File: src/rtl/dmem_ctrl_pkg.sv
// Shared definitions for dmem_ctrl: access size codes, FSM state encoding and
// the lane helpers (load extension, store merge, access legality).
package dmem_ctrl_pkg;

  localparam logic [1:0] SZ_B = 2'b00;
  localparam logic [1:0] SZ_H = 2'b01;
  localparam logic [1:0] SZ_W = 2'b10;

  typedef enum logic [2:0] {
    ST_IDLE  = 3'd0,
    ST_READ  = 3'd1,
    ST_WAIT  = 3'd2,
    ST_WRITE = 3'd3,
    ST_ERR   = 3'd4
  } state_t;

  // Little-endian lane select followed by sign or zero extension.
  function automatic logic [31:0] load_extend(
    input logic [31:0] word,
    input logic [1:0]  off,
    input logic [1:0]  size,
    input logic        uns
  );
    logic [7:0]  b;
    logic [15:0] h;
    logic [31:0] r;
    b = word[{off, 3'b000} +: 8];
    h = off[1] ? word[31:16] : word[15:0];
    case (size)
      SZ_B:    r = uns ? {24'h000000, b} : {{24{b[7]}}, b};
      SZ_H:    r = uns ? {16'h0000, h} : {{16{h[15]}}, h};
      SZ_W:    r = word;
      default: r = 32'h00000000;
    endcase
    return r;
  endfunction

  // Overlays the right-justified store data onto the addressed lane(s).
  function automatic logic [31:0] store_merge(
    input logic [31:0] word,
    input logic [31:0] wdata,
    input logic [1:0]  off,
    input logic [1:0]  size
  );
    logic [31:0] r;
    r = word;
    case (size)
      SZ_B: r[{off, 3'b000} +: 8] = wdata[7:0];
      SZ_H: begin
        if (off[1]) begin
          r[31:16] = wdata[15:0];
        end else begin
          r[15:0] = wdata[15:0];
        end
      end
      SZ_W:    r = wdata;
      default: r = word;
    endcase
    return r;
  endfunction

  function automatic logic access_bad(
    input logic [31:0] addr,
    input logic [1:0]  size,
    input logic [29:0] word_lim
  );
    logic bad;
    case (size)
      SZ_B:    bad = 1'b0;
      SZ_H:    bad = addr[0];
      SZ_W:    bad = |addr[1:0];
      default: bad = 1'b1;
    endcase
    return bad | (addr[31:2] >= word_lim);
  endfunction

endpackage

File: src/rtl/dmem_ctrl_rr_arb2.sv
// Two-input round-robin arbiter: on a tie the input not granted last wins.
// last_grant only moves when the requester is actually accepted (adv_i).
module rr_arb2 (
  input  logic       clk,
  input  logic       rst_n,
  input  logic [1:0] req_i,
  input  logic       adv_i,
  output logic [1:0] gnt_o
);

  logic last_q;

  // Grant decode from current requests and the last winner.
  always_comb begin
    gnt_o = 2'b00;
    case (req_i)
      2'b01:   gnt_o = 2'b01;
      2'b10:   gnt_o = 2'b10;
      2'b11:   gnt_o = last_q ? 2'b01 : 2'b10;
      default: gnt_o = 2'b00;
    endcase
  end

  // last_grant register; starts at input 1 so input 0 wins the first tie.
  always_ff @(posedge clk or negedge rst_n) begin
    if (!rst_n) begin
      last_q <= 1'b1;
    end else if (adv_i) begin
      last_q <= gnt_o[1];
    end else begin
      last_q <= last_q;
    end
  end

endmodule

File: src/rtl/dmem_ctrl.sv
// Shares a single-port word memory between two byte-addressed requesters,
// with sub-word stores done as read-modify-write.
module dmem_ctrl
  import dmem_ctrl_pkg::*;
#(
  parameter int MEM_WORDS = 4096
) (
  input  logic        clk,
  input  logic        rst_n,
  input  logic        p0_valid,
  output logic        p0_ready,
  input  logic        p0_we,
  input  logic [31:0] p0_addr,
  input  logic [31:0] p0_wdata,
  input  logic [1:0]  p0_size,
  input  logic        p0_unsigned,
  output logic        p0_rsp_valid,
  output logic [31:0] p0_rsp_data,
  output logic        p0_rsp_err,
  input  logic        p1_valid,
  output logic        p1_ready,
  input  logic        p1_we,
  input  logic [31:0] p1_addr,
  input  logic [31:0] p1_wdata,
  input  logic [1:0]  p1_size,
  input  logic        p1_unsigned,
  output logic        p1_rsp_valid,
  output logic [31:0] p1_rsp_data,
  output logic        p1_rsp_err,
  output logic        mem_we,
  output logic [31:0] mem_addr,
  output logic [31:0] mem_wdata,
  input  logic [31:0] mem_rdata
);

  localparam logic [29:0] WORD_LIM = 30'(MEM_WORDS);

  state_t      state_q;
  logic        own_q;
  logic        we_q;
  logic        uns_q;
  logic [1:0]  size_q;
  logic [1:0]  off_q;
  logic [31:0] wdata_q;
  logic [1:0]  rsp_valid_q;
  logic [1:0]  rsp_err_q;
  logic        load_rsp_q;
  logic        mem_we_q;
  logic [31:0] mem_addr_q;
  logic [31:0] mem_wdata_q;

  logic [1:0]  gnt_s;
  logic        idle_s;
  logic        accept_s;
  logic        req_sel_s;
  logic        req_we_s;
  logic        req_uns_s;
  logic [31:0] req_addr_s;
  logic [31:0] req_wdata_s;
  logic [1:0]  req_size_s;
  logic        req_bad_s;
  logic [1:0]  req_onehot_s;
  logic [1:0]  own_onehot_s;
  logic [31:0] ld_data_s;
  logic [31:0] merge_s;

  assign idle_s       = (state_q == ST_IDLE);
  assign accept_s     = idle_s & (|gnt_s);
  assign req_sel_s    = gnt_s[1];
  assign req_onehot_s = req_sel_s ? 2'b10 : 2'b01;
  assign own_onehot_s = own_q ? 2'b10 : 2'b01;

  rr_arb2 u_arb (
    .clk   (clk),
    .rst_n (rst_n),
    .req_i ({p1_valid, p0_valid}),
    .adv_i (accept_s),
    .gnt_o (gnt_s)
  );

  // Payload of the granted requester.
  always_comb begin
    req_we_s    = 1'b0;
    req_uns_s   = 1'b0;
    req_addr_s  = 32'h00000000;
    req_wdata_s = 32'h00000000;
    req_size_s  = 2'b00;
    if (req_sel_s) begin
      req_we_s    = p1_we;
      req_uns_s   = p1_unsigned;
      req_addr_s  = p1_addr;
      req_wdata_s = p1_wdata;
      req_size_s  = p1_size;
    end else begin
      req_we_s    = p0_we;
      req_uns_s   = p0_unsigned;
      req_addr_s  = p0_addr;
      req_wdata_s = p0_wdata;
      req_size_s  = p0_size;
    end
  end

  assign req_bad_s = access_bad(req_addr_s, req_size_s, WORD_LIM);
  assign ld_data_s = load_extend(mem_rdata, off_q, size_q, uns_q);
  assign merge_s   = store_merge(mem_rdata, wdata_q, off_q, size_q);

  // Transaction FSM; response and memory-write strobes are registered so
  // they coincide with the READ->WAIT / WAIT->WRITE / ERR state they belong to.
  always_ff @(posedge clk or negedge rst_n) begin
    if (!rst_n) begin
      state_q     <= ST_IDLE;
      own_q       <= 1'b0;
      we_q        <= 1'b0;
      uns_q       <= 1'b0;
      size_q      <= 2'b00;
      off_q       <= 2'b00;
      wdata_q     <= 32'h00000000;
      rsp_valid_q <= 2'b00;
      rsp_err_q   <= 2'b00;
      load_rsp_q  <= 1'b0;
      mem_we_q    <= 1'b0;
      mem_addr_q  <= 32'h00000000;
      mem_wdata_q <= 32'h00000000;
    end else begin
      rsp_valid_q <= 2'b00;
      rsp_err_q   <= 2'b00;
      load_rsp_q  <= 1'b0;
      mem_we_q    <= 1'b0;
      case (state_q)
        ST_IDLE: begin
          if (accept_s) begin
            own_q   <= req_sel_s;
            we_q    <= req_we_s;
            uns_q   <= req_uns_s;
            size_q  <= req_size_s;
            off_q   <= req_addr_s[1:0];
            wdata_q <= req_wdata_s;
            if (req_bad_s) begin
              state_q     <= ST_ERR;
              rsp_valid_q <= req_onehot_s;
              rsp_err_q   <= req_onehot_s;
            end else begin
              mem_addr_q <= {2'b00, req_addr_s[31:2]};
              if (req_we_s && (req_size_s == SZ_W)) begin
                state_q     <= ST_WRITE;
                mem_we_q    <= 1'b1;
                mem_wdata_q <= req_wdata_s;
                rsp_valid_q <= req_onehot_s;
              end else begin
                state_q <= ST_READ;
              end
            end
          end else begin
            state_q <= ST_IDLE;
          end
        end
        ST_READ: begin
          state_q <= ST_WAIT;
          if (!we_q) begin
            rsp_valid_q <= own_onehot_s;
            load_rsp_q  <= 1'b1;
          end else begin
            load_rsp_q <= 1'b0;
          end
        end
        ST_WAIT: begin
          if (we_q) begin
            state_q     <= ST_WRITE;
            mem_we_q    <= 1'b1;
            mem_wdata_q <= merge_s;
            rsp_valid_q <= own_onehot_s;
          end else begin
            state_q <= ST_IDLE;
          end
        end
        ST_WRITE: state_q <= ST_IDLE;
        ST_ERR:   state_q <= ST_IDLE;
        default:  state_q <= ST_IDLE;
      endcase
    end
  end

  assign p0_ready     = idle_s & gnt_s[0];
  assign p1_ready     = idle_s & gnt_s[1];
  assign p0_rsp_valid = rsp_valid_q[0];
  assign p1_rsp_valid = rsp_valid_q[1];
  assign p0_rsp_err   = rsp_err_q[0];
  assign p1_rsp_err   = rsp_err_q[1];
  // Load data is only valid in WAIT, so it is steered straight from mem_rdata.
  assign p0_rsp_data  = (load_rsp_q && !own_q) ? ld_data_s : 32'h00000000;
  assign p1_rsp_data  = (load_rsp_q &&  own_q) ? ld_data_s : 32'h00000000;
  assign mem_we       = mem_we_q;
  assign mem_addr     = mem_addr_q;
  assign mem_wdata    = mem_wdata_q;

endmodule

File: config.mk
export PLATFORM = sky130hd
export DESIGN_NAME = dmem_ctrl
export DESIGN_NICKNAME = d
export VERILOG_FILES = /design/src/rtl/dmem_ctrl_pkg.sv /design/src/rtl/dmem_ctrl_rr_arb2.sv /design/src/rtl/dmem_ctrl.sv
export SDC_FILE = /design/constraint.sdc
export NUM_CORES = 1
export LEC_CHECK = 0
export CELL_PAD_IN_SITES_DETAIL_PLACEMENT = 1
export CELL_PAD_IN_SITES_GLOBAL_PLACEMENT = 1
export CORE_MARGIN = 1
export CORE_UTILIZATION = 28
export CTS_CLUSTER_DIAMETER = 120
export DETAILED_ROUTE_END_ITERATION = 8
export PLACE_DENSITY = 0.83
export SLEW_MARGIN = 20
export SYNTH_ARGS = -nofsm -noshare
export SYNTH_HDL_FRONTEND = slang
export SYNTH_HIERARCHICAL = 1
export SYNTH_SLANG_ARGS = --single-unit
export TNS_END_PERCENT = 1
File: constraint.sdc
create_clock -name clk -period 2.9 [get_ports clk]
set_input_delay 0.58 -clock clk [delete_from_list [all_inputs] [get_ports clk]]
set_output_delay 0.58 -clock clk [all_outputs]
set_load 0.02 [all_outputs]
==> impl_metrics.env, run 1 <==
export IMPL_final_max_slew_viol_count=0
export IMPL_die_area_um2=26700
export IMPL_synth_xor_area_share_pct=0
export IMPL_cpLargestDelayFamily="buffers and inverters"
export IMPL_path_max_fanout=12
export IMPL_numPlacedInstances=1496
export IMPL_pre_cts_ws_ns=-0.626
export IMPL_cts_tree="yes"
export IMPL_gp_congestion=0.982
export IMPL_synth_ff_type="dfrtp_1"
export IMPL_swShare_pct=44.2
export IMPL_crit_arrival_ns=2.36
export IMPL_skew_ns=0.0141
export IMPL_syn2layout_area_growth_pct=59.3
export IMPL_yosysMostFrequentCell="dfrtp_1"
export IMPL_fin_crit_sh_pct=101
export IMPL_path_cells="buf_4, nand2_1, o21a_1, a222oi_1, buf_4, nor2_1, dlygate4sd2_1"
export IMPL_ys_warn_count=6
export IMPL_synth_edf_count=0
export IMPL_first_pass_iters=7
export IMPL_required_ns=2.32
export IMPL_rr_startpoint="u_arb/last_q"
export IMPL_io_pins=307
export IMPL_grt_pass1_wl_um=48700
export IMPL_cts_max_level=3
export IMPL_die_h_um=163
export IMPL_crit_end="p1_rsp_data[3]"
export IMPL_diodes=0
export IMPL_numCtsBuffers=9
export IMPL_ys_ff_latch=111
export IMPL_crit_buf_inv=3
export IMPL_peakVddDrop_uv=321
export IMPL_yosys_area_share_adder_pct=0.857
export IMPL_cap_violations=0
export IMPL_synth_area_um2=7300
export IMPL_wl_per_cell_um=21.4
export IMPL_clock_latency_ns=0.38
export IMPL_min_period_ns=2.94
export IMPL_cpPeakStageDelay_ns=0.52
export IMPL_hold_slack_ns=0.209
export IMPL_grt_ovfl_total=0
export IMPL_violations="setup timing"
export IMPL_powerDensity_nw_per_um2=671
export IMPL_start_kind="flip-flop"
export IMPL_synthCells=817
export IMPL_rsz0062_at_grt="yes"
export IMPL_synth_top_family_by_area="compound AO/OA/AOI/OAI gates"
export IMPL_muxShareOfSynthArea_pct=14.5
export IMPL_setup_worst_path_start="size_q[0]"
export IMPL_hpwl_um=25200
export IMPL_fin_area_um2=11600
export IMPL_setup_violations=1
export IMPL_portBuffers=304
export IMPL_final_nets=1357
export IMPL_grt_total_usage_pct=24.0
export IMPL_synth_cell_type_count=61
export IMPL_yosysTopAreaCell="dfrtp_1"
export IMPL_path_class="reg2out"
export IMPL_combPwrFrac_pct=53.2
export IMPL_hold_buffers=0
export IMPL_grt_max_degree=63
export IMPL_root_buffer="clkbuf_16"
export IMPL_initial_core_util_pct=28.7
export IMPL_synth_compound_area_share_pct=23.8
export IMPL_wirelength_um=32400
export IMPL_worst_pin_slew_ns=0.827
export IMPL_power_share_sequential_pct=28.9
export IMPL_post_route_drc_count=0
export IMPL_core_area_um2=25400
export IMPL_r2r_setup_slack_ns=0.14
export IMPL_dpl_cell_area_um2=11300
export IMPL_path_common_cell="buf_4"
export IMPL_r2r_cells=9
export IMPL_ant_nets=0
export IMPL_grt_pass1_vias=8437
export IMPL_ys_top_cells_by_count="110 x dfrtp_1, 97 x nand2_1, 61 x a21oi_1, 60 x o21ai_0, 58 x mux2i_1"
export IMPL_r2r_end="mem_wdata[21]"
export IMPL_power_switching_uw=3450
export IMPL_path_depth=7
export IMPL_avgSynthCellArea_um2=8.94
export IMPL_status="complete, but fails checks"
export IMPL_layout_drive_gt1_share_pct=23.0
export IMPL_die_x_um=163
export IMPL_cts_sinks=111
export IMPL_path_clk_slew_ns=0.09
export IMPL_hold_class="in2async"
export IMPL_synth_area_top_cells="dfrtp_1 38%, mux2i_1 8.0%, mux2_2 6.2%"
export IMPL_cts_buffer_depth=2
export IMPL_hold_viol=0
export IMPL_vias_per_cell=5.36
export IMPL_yosysSeqAreaShare_pct=38.1
export IMPL_p_int_uw=4360
export IMPL_slew_headroom_pct=44.9
export IMPL_synth_simple_gate_area_share_pct=17.6
export IMPL_fmax_mhz=340
export IMPL_end_kind="output pin"
export IMPL_drtIter0Drc=535
export IMPL_setup_slack_ns=-0.0398
export IMPL_clock_power_share_pct=17.9
export IMPL_vias=8125
export IMPL_row_count=58
export IMPL_async_flop_share_pct=100
export IMPL_crit_slowest_cell="dfrtp_2"
export IMPL_antenna_found_initial=0
export IMPL_synth_top_area_share_pct=37.7
export IMPL_layoutNonFillerInstCount=1515
export IMPL_leakage_uw=0.00499
==> layout by cell type (no fill, tap or decap), types with 5 or more instances in the layout <==
| master | synthesis | layout |
|---|---|---|
| a21oi_1 | 61 | 60 |
| a221oi_1 | 33 | 29 |
| a221oi_2 | 10 | 13 |
| a22oi_1 | 23 | 23 |
| and2_1 | 27 | 26 |
| buf_2 | 3 | 25 |
| buf_4 | 4 | 115 |
| buf_6 | 3 | 6 |
| clkbuf_16 | 0 | 9 |
| clkbuf_2 | 0 | 6 |
| clkdlybuf4s15_2 | 0 | 15 |
| clkdlybuf4s50_1 | 0 | 233 |
| dfrtp_1 | 110 | 106 |
| dlygate4sd2_1 | 0 | 15 |
| ha_1 | 5 | 5 |
| inv_1 | 21 | 21 |
| mux2_2 | 40 | 38 |
| mux2i_1 | 58 | 58 |
| nand2_1 | 97 | 97 |
| nand2b_1 | 8 | 8 |
| nand3_1 | 14 | 14 |
| nor2_1 | 55 | 54 |
| nor2b_1 | 8 | 7 |
| nor3_1 | 25 | 23 |
| nor3b_1 | 6 | 6 |
| nor4_1 | 7 | 7 |
| o211a_1 | 7 | 7 |
| o21ai_0 | 60 | 59 |
| o221a_2 | 8 | 8 |
| or3_1 | 9 | 7 |
==> how the worst min path moves through the flow <==
stage | slack (ns) | startpoint | end | depth (start not counted)
2_1_floorplan | 0.28 | rst_n | load_rsp_q | 0
3_3_place_gp | 0.46 | wdata_q[25] | wdata_q[25] | 2
3_5_place_dp | 0.47 | mem_addr[19] | mem_addr[19] | 1
4_1_cts | 0.23 | rst_n | wdata_q[14] | 1
5_1_grt | 0.25 | rst_n | mem_wdata[11] | 1
6_report | 0.21 | rst_n | off_q[1] | 1
==> state kept, by name, indices dropped and copies added (netlist names) <==
signal and cells:
state_q 3, load_rsp_q 1, off_q 2, mem_we 1, own_q 1, u_arb/last_q 1, mem_addr 30, size_q 2
uns_q 1, we_q 1, rsp_valid_q 2, mem_wdata 32, wdata_q 32, rsp_err_q 2
==> area by class of cell <==
type,count,area [um2]
clock buffer,9,225
clock inverter,7,113
fill,2961,13800
inverter,22,83.8
multi-input combinational,619,4260
sequential,111,2780
tap,330,413
timing repair buffer,417,3750
==> cells by family after synthesis <==
logic type / count (synthesis)
simple gates: 269
mux: 100
compound gates: 243
flops: 111
buf+inv: 88
fa+ha+maj: 5
other cells: 1
==> worst reg2reg max path, cell delays in order (launching register included) <==
cell      delay [ns]
dfstp_2         0.40
a21boi_4        0.27
mux2_4          0.34
or3b_4          0.40
a221oi_4        0.27
buf_4           0.17
a31oi_1         0.08
buf_4           0.20
or3_1           0.38
o211a_1         0.14
==> metal layers <==
metal  global-route usage (%)  wire length (um)  share of wire (%)  up-vias
met3                     4.52              2230                6.9       71
met1                     29.6             13200                 41     3995
met2                     40.9             15800                 49      325
met5                        0                 0                  0        -
li1                         -                 -                  -     3734
met4                     10.1              1100                3.4        0
==> per-stage QoR <==
stage	util [%]	power (uW)	TNS (ns)
2_1_floorplan	-	4560	0
3_5_place_dp	44.6	6240	-59.54
6_report	45.8	7800	-0.0398
3_3_place_gp	44.6	6110	-55.97
5_1_grt	45.8	8250	-0.174
4_1_cts	45.7	7750	0
==> power by group through the flow <==
stage          clock [uW]  sequential (uW)  combinational [uW]
2_1_floorplan           0             2080                2480
5_1_grt              1470             2290                4490
4_1_cts              1430             2240                4080
6_report             1390             2260                4150
3_3_place_gp            0             2250                3860
3_5_place_dp            0             2260                3980
==> what timing repair did <==
action	4_1_cts	5_1_grt
buffers inserted	2	0
resized for setup	235	18
hold endpoints to repair	0	0
endpoints found under the setup margin	102	39
pin swaps	5	4
gates cloned	1	0
Note: power is estimated with default switching activity, not from simulation.
==> inputs of run 2 (changes only) <==
--- a/config.mk
+++ b/config.mk
@@ -8,13 +8,12 @@
 export CELL_PAD_IN_SITES_DETAIL_PLACEMENT = 1
 export CELL_PAD_IN_SITES_GLOBAL_PLACEMENT = 1
 export CORE_MARGIN = 1
-export CORE_UTILIZATION = 28
+export CORE_UTILIZATION = 29
 export CTS_CLUSTER_DIAMETER = 120
 export DETAILED_ROUTE_END_ITERATION = 8
-export PLACE_DENSITY = 0.83
+export PLACE_DENSITY = 0.84
 export SLEW_MARGIN = 20
 export SYNTH_ARGS = -nofsm -noshare
 export SYNTH_HDL_FRONTEND = slang
-export SYNTH_HIERARCHICAL = 1
 export SYNTH_SLANG_ARGS = --single-unit
 export TNS_END_PERCENT = 1
==> run 2 against run 1 <==
Compared with the run above: the flow still finishes with violations (setup timing); via count rose by 0.26%; count of clock-buffer cells in the layout did not move; clock skew fell by 0.00089 ns; fmax fell by 0.41%.
==> impl_metrics.env, run 2 <==
export IMPL_status="complete, but fails checks"
export IMPL_violations="setup timing"
export IMPL_ys_warn_count=0
export IMPL_synth_area_um2=7520
export IMPL_synth_area_top_cells="dfrtp_1 37%, mux2i_1 9.9%, mux2_2 8.5%"
export IMPL_io_pins=307
export IMPL_synth_top_area_share_pct=36.6
export IMPL_final_cell_mix="233 x clkdlybuf4s50_1, 126 x buf_4, 121 x nor2_1"
export IMPL_initial_core_util_pct=29.7
export IMPL_total_power_uw=5410
export IMPL_synth_ff_type="dfrtp_1"
export IMPL_grt_ovfl_total=0
export IMPL_final_util_pct=46.0
export IMPL_crit_arrival_ns=2.37
export IMPL_mostFrequentLayoutCell="clkdlybuf4s50_1"
export IMPL_cts_sinks=111
export IMPL_ys_top_cells_by_count="123 x nor2_1, 110 x dfrtp_1, 78 x a21oi_1, 74 x mux2i_1, 68 x nand2_1"
export IMPL_path_clk_slew_ns=0.08
export IMPL_wl_per_cell_um=21.4
export IMPL_swShare_pct=37.7
export IMPL_cts_max_level=3
export IMPL_antenna_found_initial=1
export IMPL_min_period_ns=2.95
export IMPL_setup_slack_ns=-0.0520
export IMPL_gp_congestion=0.877
export IMPL_power_share_sequential_pct=35.0
export IMPL_slew_headroom_pct=41.1
export IMPL_peakVddDrop_uv=301
export IMPL_powerDensity_nw_per_um2=464
export IMPL_yosysSeqAreaShare_pct=37.0
export IMPL_synth_cell_type_count=50
export IMPL_async_flop_share_pct=100
export IMPL_rsz0062_at_grt="yes"
export IMPL_start_kind="flip-flop"
export IMPL_final_nets=1366
export IMPL_cts_buffer_depth=2
export IMPL_first_pass_iters=5
export IMPL_root_buffer="clkbuf_16"
export IMPL_core_area_um2=25300
export IMPL_synthCells=849
export IMPL_cts_tree="yes"
export IMPL_post_route_drc_count=0
export IMPL_avgSynthCellArea_um2=8.86
export IMPL_layoutNonFillerInstCount=1525
export IMPL_vias=8146
export IMPL_clock_latency_ns=0.37
export IMPL_skew_ns=0.0132
export IMPL_path_depth=8
export IMPL_end_kind="output pin"
export IMPL_grt_pass1_wl_um=49900
export IMPL_crit_buf_inv=4
export IMPL_numPlacedInstances=1503
export IMPL_ys_ff_latch=111
export IMPL_path_common_cell="buf_4"
export IMPL_hold_class="in2async"
export IMPL_hpwl_um=24900
export IMPL_grt_pass1_vias=8623
export IMPL_finalSetupTns_ns=-0.221
export IMPL_cpPeakStageDelay_ns=0.52
export IMPL_ant_nets=0
export IMPL_portBuffers=304
export IMPL_leakage_uw=0.00502
export IMPL_fmax_mhz=339
export IMPL_wirelength_um=32700
export IMPL_required_ns=2.32
export IMPL_p_int_uw=3370
export IMPL_hold_viol=0
export IMPL_cap_violations=0
export IMPL_r2r_cells=9
export IMPL_fin_crit_sh_pct=102
export IMPL_syn2layout_area_growth_pct=55.0
export IMPL_path_max_fanout=4
export IMPL_crit_slowest_cell="mux4_2"
export IMPL_setup_violations=6
export IMPL_synth_edf_count=0
export IMPL_final_max_slew_viol_count=0
export IMPL_cpLargestDelayFamily="buffers and inverters"
export IMPL_grt_max_degree=78
export IMPL_vias_per_cell=5.34
export IMPL_numCtsBuffers=9
export IMPL_drtIter0Drc=559
export IMPL_row_count=58
export IMPL_hold_slack_ns=0.195
export IMPL_yosysMostFrequentCell="nor2_1"
export IMPL_hold_buffers=0
export IMPL_worst_pin_slew_ns=0.882
export IMPL_combPwrFrac_pct=41.2
export IMPL_die_h_um=163
export IMPL_yosysTopAreaCell="dfrtp_1"
export IMPL_clock_power_share_pct=23.7
export IMPL_grt_total_usage_pct=24.5
export IMPL_path_class="reg2out"
export IMPL_layout_drive_gt1_share_pct=22.5
export IMPL_die_area_um2=26600
export IMPL_path_cells="buf_6, mux4_2, nor3b_4, buf_4, buf_4, a221oi_2, nor2_1, buf_2"
export IMPL_die_x_um=163
export IMPL_power_switching_uw=2040
run 2: cell types whose count changed in the layout (fill, tap and decap cells not counted), moves of 13 or more:
cell,change
a21o_1,+14
o21ai_0,-31
a21oi_1,+16
mux2_2,+19
nand3_1,-13
nor2_1,+67
mux2i_1,+16
a22oi_1,-19
nor3_1,-15
nand2_1,-29
run 2: area by class of cell:
cell class              count  area (um2)
well taps                 330         413
fillers                  2925       13700
clock inverters             7        77.6
flip-flops and latches    111        2780
multi-input cells         640        4450
diodes                      1        2.50
inverters                  22        82.6
repair buffers            405        3620
clock buffers               9         225
run 2: timing repair:
action,4_1_cts,5_1_grt
pin swaps,1,11
buffers inserted,2,2
endpoints found under the setup margin,64,50
gates resized for setup,218,73
cloned,1,0
hold endpoints to repair,0,0
run 2: final timing paths:
| kind | slack (ns) | startpoint | endpoint |
|---|---|---|---|
| setup / recovery | -0.05 | off_q[0] | p0_rsp_data[11] |
| hold / removal | 0.20 | rst_n | wdata_q[5] |
| setup reg to reg | 0.17 | off_q[1] | mem_wdata[11] |
| hold reg to reg | 0.49 | mem_addr[4] | mem_addr[4] |
| max in group asynchronous | 1.91 | rst_n | u_arb.last_q |
| min in group clk | 0.49 | mem_addr[4] | mem_addr[4] |
run 2: cell families after synthesis:
family          count (synthesis)  synth area share, %
flops                         111                 37.0
buf+inv                       100                 5.57
other cells                     1               0.0499
fa+ha+maj                       5                0.832
simple gates                  269                 16.3
compound gates                226                 20.9
mux                           137                 19.4
run 2: layer usage:
metal	global-route usage (%)	share of wire, %	vias to the layer above	wire length [um]
met3	5.13	6.2	66	2040
met1	30.8	42	4044	13800
met4	9.52	3.4	0	1120
met2	41.0	48	301	15700
li1	-	-	3735	-
met5	0	0	-	0
run 2: power by group through the flow:
stage          logic, uW  clock network [uW]  registers, uW
6_report            2230                1280           1890
5_1_grt             2400                1370           1910
4_1_cts             2180                1320           1880
3_5_place_dp        2130                   0           1910
3_3_place_gp        2060                   0           1900
2_1_floorplan       1220                   0           1830
run 2: metrics by stage:
stage	instance area [um2]	worst slack (ns)
finish	11700	-0.0520
detailed placement	11400	-0.754
floorplan	7520	0.235
global route	11700	-0.117
global placement	11400	-0.691
CTS	11600	-0.0646
==> inputs of run 3 (changes only) <==
--- a/config.mk
+++ b/config.mk
@@ -12,6 +12,7 @@
 export CTS_CLUSTER_DIAMETER = 120
 export DETAILED_ROUTE_END_ITERATION = 8
 export PLACE_DENSITY = 0.84
+export SETUP_SLACK_MARGIN = 0.05
 export SLEW_MARGIN = 20
 export SYNTH_ARGS = -nofsm -noshare
 export SYNTH_HDL_FRONTEND = slang
==> run 3 against run 2 <==
Compared with the run above: the run now ends clean; cell count is the same; core utilization is essentially flat; die area is the same; non-clock buffer count is the same; sequential cell count is the same; combinational power is essentially flat; global-route usage grew 0.071 points; sequential power is essentially flat; sequential share of layout area is essentially flat; critical path type unchanged; highest routed layer unchanged.
==> impl_metrics.env, run 3 (same netlist as run 2, synthesis figures left out) <==
export IMPL_status="finished, final reports clean"
export IMPL_p_int_uw=3370
export IMPL_end_kind="output pin"
export IMPL_io_pins=307
export IMPL_gp_congestion=0.877
export IMPL_total_power_uw=5420
export IMPL_syn2layout_area_growth_pct=55.0
export IMPL_grt_max_degree=78
export IMPL_wirelength_um=32700
export IMPL_wl_per_cell_um=21.4
export IMPL_mostFrequentLayoutCell="clkdlybuf4s50_1"
export IMPL_grt_ovfl_total=0
export IMPL_path_class="reg2out"
export IMPL_drtIter0Drc=573
export IMPL_numCtsBuffers=9
export IMPL_cts_max_level=3
export IMPL_portBuffers=304
export IMPL_antenna_found_initial=1
export IMPL_clock_latency_ns=0.37
export IMPL_hold_buffers=0
export IMPL_fin_crit_sh_pct=99.5
export IMPL_die_h_um=163
export IMPL_skew_ns=0.0125
export IMPL_worst_pin_slew_ns=0.893
export IMPL_hold_viol=0
export IMPL_vias_per_cell=5.38
export IMPL_start_kind="flip-flop"
export IMPL_first_pass_iters=6
export IMPL_initial_core_util_pct=29.7
export IMPL_leakage_uw=0.00503
export IMPL_cts_buffer_depth=2
export IMPL_setup_worst_path_start="off_q[0]"
export IMPL_crit_arrival_ns=2.31
export IMPL_die_x_um=163
export IMPL_grt_pass1_wl_um=50100
export IMPL_grt_pass1_vias=8640
export IMPL_cts_sinks=111
export IMPL_slew_headroom_pct=40.3
export IMPL_powerDensity_nw_per_um2=465
export IMPL_root_buffer="clkbuf_16"
export IMPL_row_count=58
export IMPL_peakVddDrop_uv=302
export IMPL_grt_total_usage_pct=24.6
export IMPL_hold_slack_ns=0.201
export IMPL_final_max_slew_viol_count=0
export IMPL_crit_slowest_cell="mux4_2"
export IMPL_path_max_fanout=4
export IMPL_setup_violations=0
export IMPL_final_nets=1366
export IMPL_power_switching_uw=2040
export IMPL_power_share_sequential_pct=35.0
export IMPL_required_ns=2.32
export IMPL_layout_drive_gt1_share_pct=22.8
export IMPL_ant_nets=0
export IMPL_rr_startpoint="off_q[1]"
export IMPL_cpPeakStageDelay_ns=0.52
export IMPL_hold_class="in2async"
export IMPL_cap_violations=0
export IMPL_final_cell_mix="233 x clkdlybuf4s50_1, 129 x buf_4, 122 x nor2_1"
export IMPL_vias=8206
export IMPL_combPwrFrac_pct=41.3
export IMPL_pre_cts_ws_ns=-0.754
export IMPL_rsz0062_at_grt="yes"
export IMPL_min_period_ns=2.89
export IMPL_fmax_mhz=347
export IMPL_hpwl_um=24900
export IMPL_post_route_drc_count=0
export IMPL_path_cells="buf_6, mux4_2, nor3b_2, a211oi_2, nor2_1, dlygate4sd2_1"
export IMPL_swShare_pct=37.7
export IMPL_path_clk_slew_ns=0.08
export IMPL_setup_slack_ns=0.0144
export IMPL_cts_tree="yes"
export IMPL_clock_power_share_pct=23.7
export IMPL_die_area_um2=26600
export IMPL_core_area_um2=25300
## run 3: cell count changes in the layout (fill, tap and decap cells not counted), moves of 2 or more
cell             delta
clkdlybuf4s15_1     -4
buf_4               +3
buf_6               +3
buf_2               -2
clkbuf_2            +2
clkdlybuf4s15_2     -2
## run 3: cell type report
cell class                      count  area, um2
Antenna cell                        1       2.50
Clock buffer                        9        225
Clock inverter                      7       77.6
Fill cell                        2928      13700
Inverter                           22       82.6
Multi-Input combinational cell    640       4450
Sequential cell                   111       2780
Tap cell                          330        413
Timing Repair Buffer              405       3620
## run 3: through the flow
stage | util (%) | setup TNS (ns) | cell area (um2) | cells
floorplan | - | 0 | 7520 | 850
global placement | 45.1 | -29.24 | 11400 | 1503
detailed placement | 45.1 | -31.55 | 11400 | 1503
CTS | 45.8 | -0.0603 | 11600 | 1522
global route | 46.0 | -0.380 | 11700 | 1524
finish | 46.0 | 0 | 11700 | 1525
## run 3: what timing repair did
action | 4_1_cts | 5_1_grt
resized for setup | 246 | 62
endpoints found under the hold margin | 0 | 0
endpoints found under the setup margin | 65 | 55
setup buffers | 2 | 2
pin swaps | 4 | 12
gates cloned | 1 | 0
## run 3: routing by layer
metal / wire (um) / up-vias / global-route usage, %
met5: 0 / - / 0
met4: 997 / 0 / 9.22
met3: 2330 / 58 / 5.08
met2: 15800 / 325 / 41.1
met1: 13600 / 4094 / 31.1
li1: - / 3729 / -
## run 3: power groups by stage
stage / Sequential [uW] / Combinational, uW / Clock [uW]
final: 1900 / 2240 / 1290
after global placement: 1900 / 2060 / 0
after floorplan: 1830 / 1220 / 0
after detailed placement: 1910 / 2130 / 0
after CTS: 1890 / 2190 / 1320
after global routing: 1910 / 2400 / 1370
## run 3: path summary, 6_finish.rpt
check,to,slack [ns],cells past startpoint
hold reg to reg,mem_addr[4],0.49,2
max in group asynchronous,u_arb.last_q,1.91,2
min in group clk,mem_addr[4],0.49,2
setup / recovery,p0_rsp_data[15],0.01,6
hold / removal,wdata_q[5],0.20,1
setup reg to reg,mem_wdata[17],0.19,11
## run 3: critical path, delay by kind of cell (launching register included)
kind / cells / cell delay [ns]
mux: 1 / 0.52
buf+inv: 2 / 0.45
flops: 1 / 0.40
simple gates: 2 / 0.31
compound gates: 1 / 0.26
